**src/rtl/int_axis_block_averager_pkg.sv**
```systemverilog
// Shared definitions for the integer AXI-Stream block averager.
// The sample width must match the float-to-int converter's output stream.
package int_axis_block_averager_pkg;

  localparam int unsigned AXIS_DATA_W = 32;

  // A sum of 2**log2_n sign-extended samples needs log2_n extra bits.
  function automatic int unsigned acc_width(input int unsigned log2_n);
    return AXIS_DATA_W + log2_n;
  endfunction

endpackage

```
**src/rtl/int_axis_block_averager.sv**
```systemverilog
// Sums blocks of 2**LOG2_N signed samples and emits the floored mean on an AXI-Stream master.
// The output register lets the next block start filling while a mean waits for downstream.
module int_axis_block_averager
  import int_axis_block_averager_pkg::*;
#(
  parameter int unsigned DATA_W = AXIS_DATA_W,
  parameter int unsigned LOG2_N = 4
) (
  input  logic              aclk,
  input  logic              aresetn,
  input  logic              clear,
  input  logic [DATA_W-1:0] s_axis_tdata,
  input  logic              s_axis_tvalid,
  output logic              s_axis_tready,
  output logic [DATA_W-1:0] m_axis_tdata,
  output logic              m_axis_tvalid,
  input  logic              m_axis_tready,
  output logic [LOG2_N-1:0] blk_cnt
);

  // Follows DATA_W if it is ever overridden away from the shared stream width.
  localparam int unsigned ACC_W = acc_width(LOG2_N) + DATA_W - AXIS_DATA_W;
  localparam logic [LOG2_N-1:0] CNT_LAST = '1;
  localparam logic [LOG2_N-1:0] CNT_ONE  = LOG2_N'(1);

  logic [ACC_W-1:0]  acc_q, acc_d;
  logic [ACC_W-1:0]  sample_ext;
  logic [ACC_W-1:0]  sum;
  logic [LOG2_N-1:0] cnt_q, cnt_d;
  logic [DATA_W-1:0] data_q, data_d;
  logic              valid_q, valid_d;
  logic              last;
  logic              in_hs;
  logic              out_hs;

  assign last       = (cnt_q == CNT_LAST);
  assign sample_ext = {{LOG2_N{s_axis_tdata[DATA_W-1]}}, s_axis_tdata};
  assign sum        = acc_q + sample_ext;

  // Only the completing sample must wait for a pending mean to drain.
  assign s_axis_tready = ~(last & valid_q & ~m_axis_tready);
  assign in_hs         = s_axis_tvalid & s_axis_tready;
  assign out_hs        = valid_q & m_axis_tready;

  always_comb begin
    acc_d   = acc_q;
    cnt_d   = cnt_q;
    data_d  = data_q;
    valid_d = valid_q;
    if (out_hs) begin
      valid_d = 1'b0;
    end
    if (clear) begin
      acc_d = '0;
      cnt_d = '0;
    end else if (in_hs) begin
      if (last) begin
        // Slicing off the low bits is an arithmetic shift: floor toward -inf.
        data_d  = sum[LOG2_N +: DATA_W];
        valid_d = 1'b1;
        acc_d   = '0;
        cnt_d   = '0;
      end else begin
        acc_d = sum;
        cnt_d = cnt_q + CNT_ONE;
      end
    end
  end

  always_ff @(posedge aclk or negedge aresetn) begin
    if (!aresetn) begin
      acc_q   <= '0;
      cnt_q   <= '0;
      data_q  <= '0;
      valid_q <= 1'b0;
    end else begin
      acc_q   <= acc_d;
      cnt_q   <= cnt_d;
      data_q  <= data_d;
      valid_q <= valid_d;
    end
  end

  assign m_axis_tdata  = data_q;
  assign m_axis_tvalid = valid_q;
  assign blk_cnt       = cnt_q;

endmodule

```
**config.mk**
```make
export PLATFORM = sky130hd
export DESIGN_NAME = int_axis_block_averager
export DESIGN_NICKNAME = d
export VERILOG_FILES = /design/src/rtl/int_axis_block_averager_pkg.sv /design/src/rtl/int_axis_block_averager.sv
export SDC_FILE = /design/constraint.sdc
export NUM_CORES = 1
export LEC_CHECK = 0
export BUFFER_PORTS_ARGS = -buffer_cell sky130_fd_sc_hd__buf_2
export CORE_ASPECT_RATIO = 1.75
export CORE_MARGIN = 1.5
export CORE_UTILIZATION = 31
export CTS_BUF_LIST = sky130_fd_sc_hd__clkbuf_2 sky130_fd_sc_hd__clkbuf_4 sky130_fd_sc_hd__clkbuf_8
export CTS_CLUSTER_DIAMETER = 150
export DETAILED_ROUTE_END_ITERATION = 12
export PLACE_DENSITY = 0.52
export SLEW_MARGIN = 20
export SYNTH_ARGS = -nofsm -noshare
export SYNTH_HDL_FRONTEND = slang
export SYNTH_SLANG_ARGS = --single-unit
```
**constraint.sdc**
```tcl
create_clock -name aclk -period 3.25 [get_ports aclk]
set_clock_uncertainty 0.1 [all_clocks]
set_input_delay 0.1625 -clock aclk [delete_from_list [all_inputs] [get_ports aclk]]
set_output_delay 0.1625 -clock aclk [all_outputs]
set_load 0.005 [all_outputs]
```
==> run summary, run 1 <==
### Route
• initial drt markers: 187
• routed wire length: 13.3 mm
• iteration count of the initial detailed-routing pass: 4
• Routed Antenna Nets: 0
• per-cell routed wire length: 16.9 µm
• vias per cell: 5.27
• vias post-DR: 4143
• remaining routing DRC violations: 0

### Timing
• final count of hold timing violations: 0
• Worst Max-Slew Pin Slew: 0.960 ns
• setup repair after global routing missed its margin: no
• worst max-slew margin expressed relative to the limit: 0.360
• highest clock rate: 329 MHz
• minimum clock period: 3.04 ns
• count of endpoints failing setup in the final report: 0
• post-route setup slack: 0.207 ns
• TNS Setup: 0 ns
• portion of the clock cycle consumed by the worst path in the final layout: 0.936
• Final Slew Violations: 0

### Pwr
• total power: 0.00281 W
• Max rail drop VDD: 212 µV
• leak pwr: 2.92 nW
• Pwr Density: 495 nW/µm²

### Worst setup path
• total buffers and inverters traversed by the critical path: 0
• CP Class: register to register
• worst path required time: 3.43 ns
• cell chain of the critical path: ha_1, a21o_1, a221o_1, a2111oi_4, a2bb2oi_2, and3b_4, a31oi_4, or4_1, a31oi_1
• worst reg2reg setup slack: 0.21 ns
• kind of capture point of the worst setup path: register
• slowest stage delay, CP: 0.51 ns
• worst-path cell with the longest stage delay: sky130_fd_sc_hd__or4_1
• critical path launch point type: register
• largest delay contributor family on the critical path: compound AO/OA/AOI/OAI gates
• Worst Path Max Fanout: 3
• worst endpoint data arrival time: 3.22 ns

### Floorplanning
• number of placement rows: 59
• floorplan die width: 96.8 µm
• core area: 15000 µm²
• area of the die: 16200 µm²
• I/O pin count: 75
• die height: 167 µm
• initial core utilization: 0.319

### Yosys
• sequential fraction of the synthesis area: 0.383
• Mapped Cells: 516
• post-synthesis cell area: 4770 µm²
• number of enable flip-flop cells after synthesis: 0
• distinct cell type count of the synthesized netlist: 57
• net count after synthesis: 590
• synthesized area per cell: 9.25 µm²
• flip-flop and latch count after synthesis: 73
• Post-synth top flop: sky130_fd_sc_hd__dfrtp_1
• share of synthesized flip-flops with an asynchronous set or reset: 1.00
• Yosys Warn Count: 0

### Clock tree
• largest buffer count on any clock path: 2
• CTS Root Buffer Type: sky130_fd_sc_hd__clkbuf_8
• clock network latency to the later pin of the worst-skew pair: 0.35 ns
• CTS H-tree depth: 3
• CTS tree: done
• Worst-path clk slew: 0.08 ns
• total clock sinks: 73
• clock buffers created by TritonCTS: 9

### Global route
• wire length of the first global-routing pass: 22.4 mm
• number of global-route vias before repair: 4464
• antenna violations before repair: 0
• gr usage total: 0.172
• largest net degree at the start of global routing: 74
• grt ovf: 0

### Placed design
• global placer's final weighted congestion: 0.822
• count of port buffers added during placement: 74
• half-perimeter wire length after detailed placement: 9.91 mm
• placed cell area: 5390 µm²
• post-placement cell count: 764
• minimum setup slack after placement: 0.0249 ns

### Finish
• Layout fillers: 1546
• net count reported at finish: 673
• share of final-layout standard cells stronger than drive strength 1: 0.226
• final instance count without filler cells: 786
• total non-filler cell area in the finished layout: 5680 µm²
• area growth from synthesis to layout: 19.0%
• antenna diode count: 0

### Worst hold path
• Min-Delay Path Class: input port to register

### Flow run
• max-capacitance violation count: 0

### Status
• outcome: completed

-- sequential cells by signal, indices dropped and copies added (netlist names) --
register,cells
acc_q,36
m_axis_tvalid,1
blk_cnt,4
m_axis_tdata,32
-- cell usage after synthesis (all sizes together) (11+ instances only) --
| master | n | area, µm² |
|---|---|---|
| dfrtp | 73 | 1830 |
| a21oi | 38 | 190 |
| clkbuf | 20 | 75.1 |
| ha | 36 | 450 |
| o21ai | 30 | 150 |
| xor2 | 16 | 140 |
| a31oi | 12 | 90.1 |
| mux2 | 11 | 124 |
| nand2 | 80 | 300 |
| a21o | 15 | 114 |
| nor2 | 28 | 108 |
| xnor2 | 13 | 114 |
| a22o | 26 | 228 |
-- cells by family (layout without fill, tap and decap cells) --
group | Yosys count | after routing | synth area share
multiplexers | 14 | 14 | 0.0322
XOR/XNOR | 29 | 29 | 0.0532
buffers and inverters | 32 | 119 | 0.0267
AO/OA/AOI/OAI | 164 | 164 | 0.240
flip-flops | 73 | 73 | 0.383
AND/OR/NAND/NOR | 167 | 167 | 0.166
adder cells (fa/ha/maj) | 37 | 37 | 0.0985
-- per-layer routing --
layer / global-route usage / vias to the layer above / wire, µm
met5: 0 / - / 0
met4: 0.0681 / 0 / 295
met3: 0.0284 / 16 / 294
met2: 0.329 / 59 / 7300
met1: 0.185 / 2022 / 5370
li1: - / 2046 / -
-- area by class of cell --
type / count / area (µm²) / area share
timing repair buffer: 95 / 541 / 0.0952
inverter: 9 / 33.8 / 0.00595
clock inverter: 2 / 12.5 / 0.00220
multi-input combinational: 411 / 2870 / 0.504
tap: 183 / 229 / 0.0403
sequential: 73 / 1830 / 0.322
clock buffer: 13 / 173 / 0.0304
-- worst paths after layout --
kind | startpoint | end | cells past startpoint
worst max-delay path | acc_q[20] | m_axis_tdata[31] | 9
worst min-delay path | s_axis_tdata[0] | acc_q[0] | 3
worst max register to register | acc_q[20] | m_axis_tdata[31] | 9
worst min register to register | m_axis_tdata[6] | m_axis_tdata[6] | 2
max in group asynchronous | aresetn | m_axis_tdata[15] | 2
min in group asynchronous | aresetn | blk_cnt[1] | 2
-- cell usage in the layout, fill, tap and decap left out, types with 3 or more instances in the layout --
master and n:
sky130_fd_sc_hd__o21ai_0 29, sky130_fd_sc_hd__inv_1 9, sky130_fd_sc_hd__o211ai_1 7, sky130_fd_sc_hd__mux2_2 11, sky130_fd_sc_hd__nand2b_1 9, sky130_fd_sc_hd__a22o_1 26, sky130_fd_sc_hd__a21oi_1 36, sky130_fd_sc_hd__buf_4 18
sky130_fd_sc_hd__and3_1 5, sky130_fd_sc_hd__dfrtp_1 73, sky130_fd_sc_hd__o21bai_1 5, sky130_fd_sc_hd__clkbuf_8 12, sky130_fd_sc_hd__a31oi_1 11, sky130_fd_sc_hd__a32o_1 3, sky130_fd_sc_hd__nand4_1 7, sky130_fd_sc_hd__xor2_1 16
sky130_fd_sc_hd__a21o_1 14, sky130_fd_sc_hd__nor2_1 27, sky130_fd_sc_hd__nor2b_1 7, sky130_fd_sc_hd__a21boi_0 4, sky130_fd_sc_hd__o21a_1 4, sky130_fd_sc_hd__xnor2_1 13, sky130_fd_sc_hd__buf_2 73, sky130_fd_sc_hd__mux2i_1 3
sky130_fd_sc_hd__ha_1 33, sky130_fd_sc_hd__nand3_1 9, sky130_fd_sc_hd__nand2_1 80, sky130_fd_sc_hd__or3_1 4, sky130_fd_sc_hd__dlygate4sd3_1 4
-- worst min-delay path: stages --
cell and delay [ns]:
sky130_fd_sc_hd__buf_2 0.08, sky130_fd_sc_hd__ha_1 0.12, sky130_fd_sc_hd__a22o_1 0.12
-- report_power, final --
group / switching [W] / internal (W) / leakage, nW
Sequential: 0.0000516 / 0.000985 / 0.994
Clock: 0.000341 / 0.000344 / 0.0949
Combinational: 0.000624 / 0.000466 / 1.83
Total: 0.00102 / 0.00179 / 2.92
-- metrics by stage --
step            util  hold WS (ns)
2_1_floorplan      -        -0.233
3_3_place_gp   0.360         0.276
3_5_place_dp   0.360         0.284
4_1_cts        0.375        0.0480
5_1_grt        0.379        0.0580
6_report       0.379        0.0647
-- timing repair --
item                                    4_1_cts  5_1_grt
gates resized for setup                       0       10
endpoints found under the hold margin        76        0
hold buffers                                  4        0
buffers inserted                              0        3
endpoints found under the setup margin        0        9
Power figures use the tool's default switching activity.
==> run 2: changes to the inputs <==
--- a/config.mk
+++ b/config.mk
@@ -5,6 +5,7 @@
 export SDC_FILE = /design/constraint.sdc
 export NUM_CORES = 1
 export LEC_CHECK = 0
+export ABC_AREA = 1
 export BUFFER_PORTS_ARGS = -buffer_cell sky130_fd_sc_hd__buf_2
 export CORE_ASPECT_RATIO = 1.75
 export CORE_MARGIN = 1.5
@@ -12,7 +13,8 @@
 export CTS_BUF_LIST = sky130_fd_sc_hd__clkbuf_2 sky130_fd_sc_hd__clkbuf_4 sky130_fd_sc_hd__clkbuf_8
 export CTS_CLUSTER_DIAMETER = 150
 export DETAILED_ROUTE_END_ITERATION = 12
-export PLACE_DENSITY = 0.52
+export MAX_ROUTING_LAYER = met4
+export PLACE_DENSITY = 0.51
 export SLEW_MARGIN = 20
 export SYNTH_ARGS = -nofsm -noshare
 export SYNTH_HDL_FRONTEND = slang
==> run 2 against run 1 <==
Routed wire length is 25% higher. Total power decreased by 4.3%. Clock-buffer cell count decreased by 1. Core utilization is 1.3 points lower. Design area rose by 8.1%. Non-clock buffer count shrank 13. Global-route usage up 3.1 points. Sequential power barely moved. First-iteration DRC count fell by 10%. Critical path depth up 6. Maximum frequency is 26% higher. Critical endpoint is now acc_q[32].
==> run summary, run 2 <==
### Status
• outcome: completed

### Yosys
• net count after synthesis: 869
• distinct cell type count of the synthesized netlist: 34
• Post-synth top flop: sky130_fd_sc_hd__dfrtp_1
• most frequent cell after synthesis: sky130_fd_sc_hd__nand2_1
• cell taking the most area after synthesis: sky130_fd_sc_hd__dfrtp_1
• Mapped Cells: 795
• number of enable flip-flop cells after synthesis: 0
• synthesized area per cell: 6.65 µm²
• sequential fraction of the synthesis area: 0.346
• top cells by area in the synthesized netlist: sky130_fd_sc_hd__dfrtp_1, sky130_fd_sc_hd__nand2_1, sky130_fd_sc_hd__ha_1, sky130_fd_sc_hd__inv_1, sky130_fd_sc_hd__nand3_1
• Yosys Warn Count: 0
• most frequent cells after synthesis: sky130_fd_sc_hd__nand2_1, sky130_fd_sc_hd__inv_1, sky130_fd_sc_hd__dfrtp_1, sky130_fd_sc_hd__nand3_1, sky130_fd_sc_hd__nor2_1
• Yosys top cell area share: 0.346
• post-synthesis cell area: 5290 µm²
• flip-flop and latch count after synthesis: 73
• share of synthesized flip-flops with an asynchronous set or reset: 1.00

### Timing
• TNS Setup: 0 ns
• final count of hold timing violations: 0
• worst max-slew margin expressed relative to the limit: 0.521
• highest clock rate: 415 MHz
• Worst Max-Slew Pin Slew: 0.717 ns
• minimum clock period: 2.41 ns
• count of endpoints failing setup in the final report: 0
• portion of the clock cycle consumed by the worst path in the final layout: 0.741
• Final Slew Violations: 0
• Min Hold Slack: 0.0623 ns
• post-route setup slack: 0.840 ns
• setup repair after global routing missed its margin: no

### Route
• vias post-DR: 5182
• Routed Antenna Nets: 0
• per-cell routed wire length: 14.9 µm
• initial drt markers: 168
• iteration count of the initial detailed-routing pass: 4
• routed wire length: 16.5 mm
• remaining routing DRC violations: 0
• vias per cell: 4.69

### Finish
• final instance count without filler cells: 1106
• leading cell types in the layout, fill and taps excluded: sky130_fd_sc_hd__nand2_1, sky130_fd_sc_hd__inv_1, sky130_fd_sc_hd__dfrtp_1, sky130_fd_sc_hd__buf_2, sky130_fd_sc_hd__nand3_1
• number of flip-flops in the largest register: 36
• net count reported at finish: 949
• share of final-layout standard cells stronger than drive strength 1: 0.122
• most frequent standard cell in the layout excluding fill and tap cells: sky130_fd_sc_hd__nand2_1
• antenna diode count: 0
• area growth from synthesis to layout: 16.1%
• most flop-heavy register: acc_q

### Floorplanning
• floorplan die width: 102 µm
• die height: 176 µm
• I/O pin count: 75
• number of placement rows: 63
• area of the die: 17900 µm²
• core area: 16800 µm²
• initial core utilization: 0.315

### Clock tree
• Post-CTS Setup Repair Bufs: 0
• clock buffers created by TritonCTS: 9
• largest buffer count on any clock path: 2
• number of resized instances in the post-cts repair step: 0
• Worst-path clk slew: 0.08 ns
• cts-stage hold buffer count: 3
• CTS H-tree depth: 3
• CTS Root Buffer Type: sky130_fd_sc_hd__clkbuf_8
• total clock sinks: 73
• CTS tree: done
• clock network latency to the later pin of the worst-skew pair: 0.37 ns

### Global route
• antenna violations before repair: 0
• grt ovf: 0
• number of global-route vias before repair: 5327
• gr usage total: 0.203
• wire length of the first global-routing pass: 26.4 mm
• largest net degree at the start of global routing: 74

### Worst hold path
• hold-critical path depth: 3
• Min-Delay Path Class: input port to register

### Worst setup path
• Worst Path Max Fanout: 4
• worst reg2reg path depth: 15
• CP Class: register to register
• worst path required time: 3.42 ns
• worst endpoint data arrival time: 2.58 ns
• kind of capture point of the worst setup path: register
• critical path launch point type: register

### Pwr
• power share of the clock group: 0.247
• switching portion of total power: 0.400
• switching power of the nets: 0.00108 W
• sequential group share of total power: 0.378
• Max rail drop VDD: 254 µV
• share of power burned in combinational logic: 0.375
• Pwr Density: 438 nW/µm²
• leak pwr: 3.62 nW
• internal portion of total power: 0.00162 W

### Placed design
• minimum setup slack after placement: 0.833 ns
• count of port buffers added during placement: 74
• half-perimeter wire length after detailed placement: 13.1 mm
• post-placement cell count: 1087
• global placer's final weighted congestion: 0.925

### Flow run
• max-capacitance violation count: 0

-- run 2: changes by cell type after synthesis, sizes merged, moves of 8 or more --
cell	change
nand2b	-9
buf	+8
a21o	-15
nor2b	-8
xnor2	-9
clkbuf	-18
a22o	-23
a31oi	-12
nor2	+29
nor3	+8
nand3	+56
nand2	+240
mux2	-11
inv	+99
-- run 2: cells by family after synthesis --
family,synth area share
AOI/OAI and AO/OA,0.0852
xor gates and xnor gates,0.0282
adders and majority gates,0.0890
buffers and inverters,0.0921
DFF,0.346
and+or+nand+nor,0.360
-- run 2: metrics by stage --
step	instance area, µm²	total power [W]	utilization
floorplan	5290	0.00173	-
global placement	5910	0.00205	0.352
detailed placement	5910	0.00205	0.352
CTS	6110	0.00273	0.364
global route	6140	0.00290	0.366
finish	6140	0.00269	0.366
-- run 2: metal layers --
layer,track usage,share of wire,vias to the layer above
met5,-,0,-
met4,0.0932,0.036,0
met3,0.0302,0.023,39
met2,0.385,0.58,78
met1,0.195,0.36,2403
li1,-,-,2662
-- run 2: cell type report --
class / count / area (µm²)
Clock buffer: 12 / 153
Clock inverter: 3 / 17.5
Fill cell: 1906 / 10700
Inverter: 109 / 409
Multi-Input combinational cell: 600 / 2980
Sequential cell: 73 / 1830
Tap cell: 227 / 284
Timing Repair Buffer: 82 / 473
-- run 2: path summary, 6_finish.rpt --
check                                  from          endpoint  slack [ns]
setup / recovery                   acc_q[0]         acc_q[32]        0.84
hold / removal              s_axis_tdata[0]          acc_q[0]        0.06
setup reg to reg                   acc_q[0]         acc_q[32]        0.84
hold reg to reg            m_axis_tdata[23]  m_axis_tdata[23]        0.38
max in group asynchronous           aresetn   m_axis_tdata[9]        2.35
min in group asynchronous           aresetn         acc_q[21]        0.12
-- run 2: worst max-delay path, cell delays in order (launching register included) --
cell and delay (ns):
sky130_fd_sc_hd__dfrtp_1 0.35, sky130_fd_sc_hd__ha_1 0.21, sky130_fd_sc_hd__inv_1 0.07, sky130_fd_sc_hd__fa_1 0.39, sky130_fd_sc_hd__inv_1 0.11, sky130_fd_sc_hd__nand3_1 0.07, sky130_fd_sc_hd__nand3_1 0.14, sky130_fd_sc_hd__nand2_1 0.08
sky130_fd_sc_hd__nand2_1 0.12, sky130_fd_sc_hd__nand3_1 0.08, sky130_fd_sc_hd__nand2_1 0.18, sky130_fd_sc_hd__nand2_1 0.13, sky130_fd_sc_hd__nand2_1 0.09, sky130_fd_sc_hd__nand2_1 0.07, sky130_fd_sc_hd__nand3_1 0.07, sky130_fd_sc_hd__nand2_1 0.05
-- run 2: power by group through the flow --
| stage | registers (W) | clock network (W) | logic, W |
|---|---|---|---|
| final | 0.00102 | 0.000665 | 0.00101 |
| after CTS | 0.00102 | 0.000696 | 0.00102 |
| after detailed placement | 0.00103 | 0 | 0.00101 |
| after global routing | 0.00103 | 0.000729 | 0.00115 |
| after global placement | 0.00103 | 0 | 0.00102 |
| after floorplan | 0.00102 | 0 | 0.000710 |
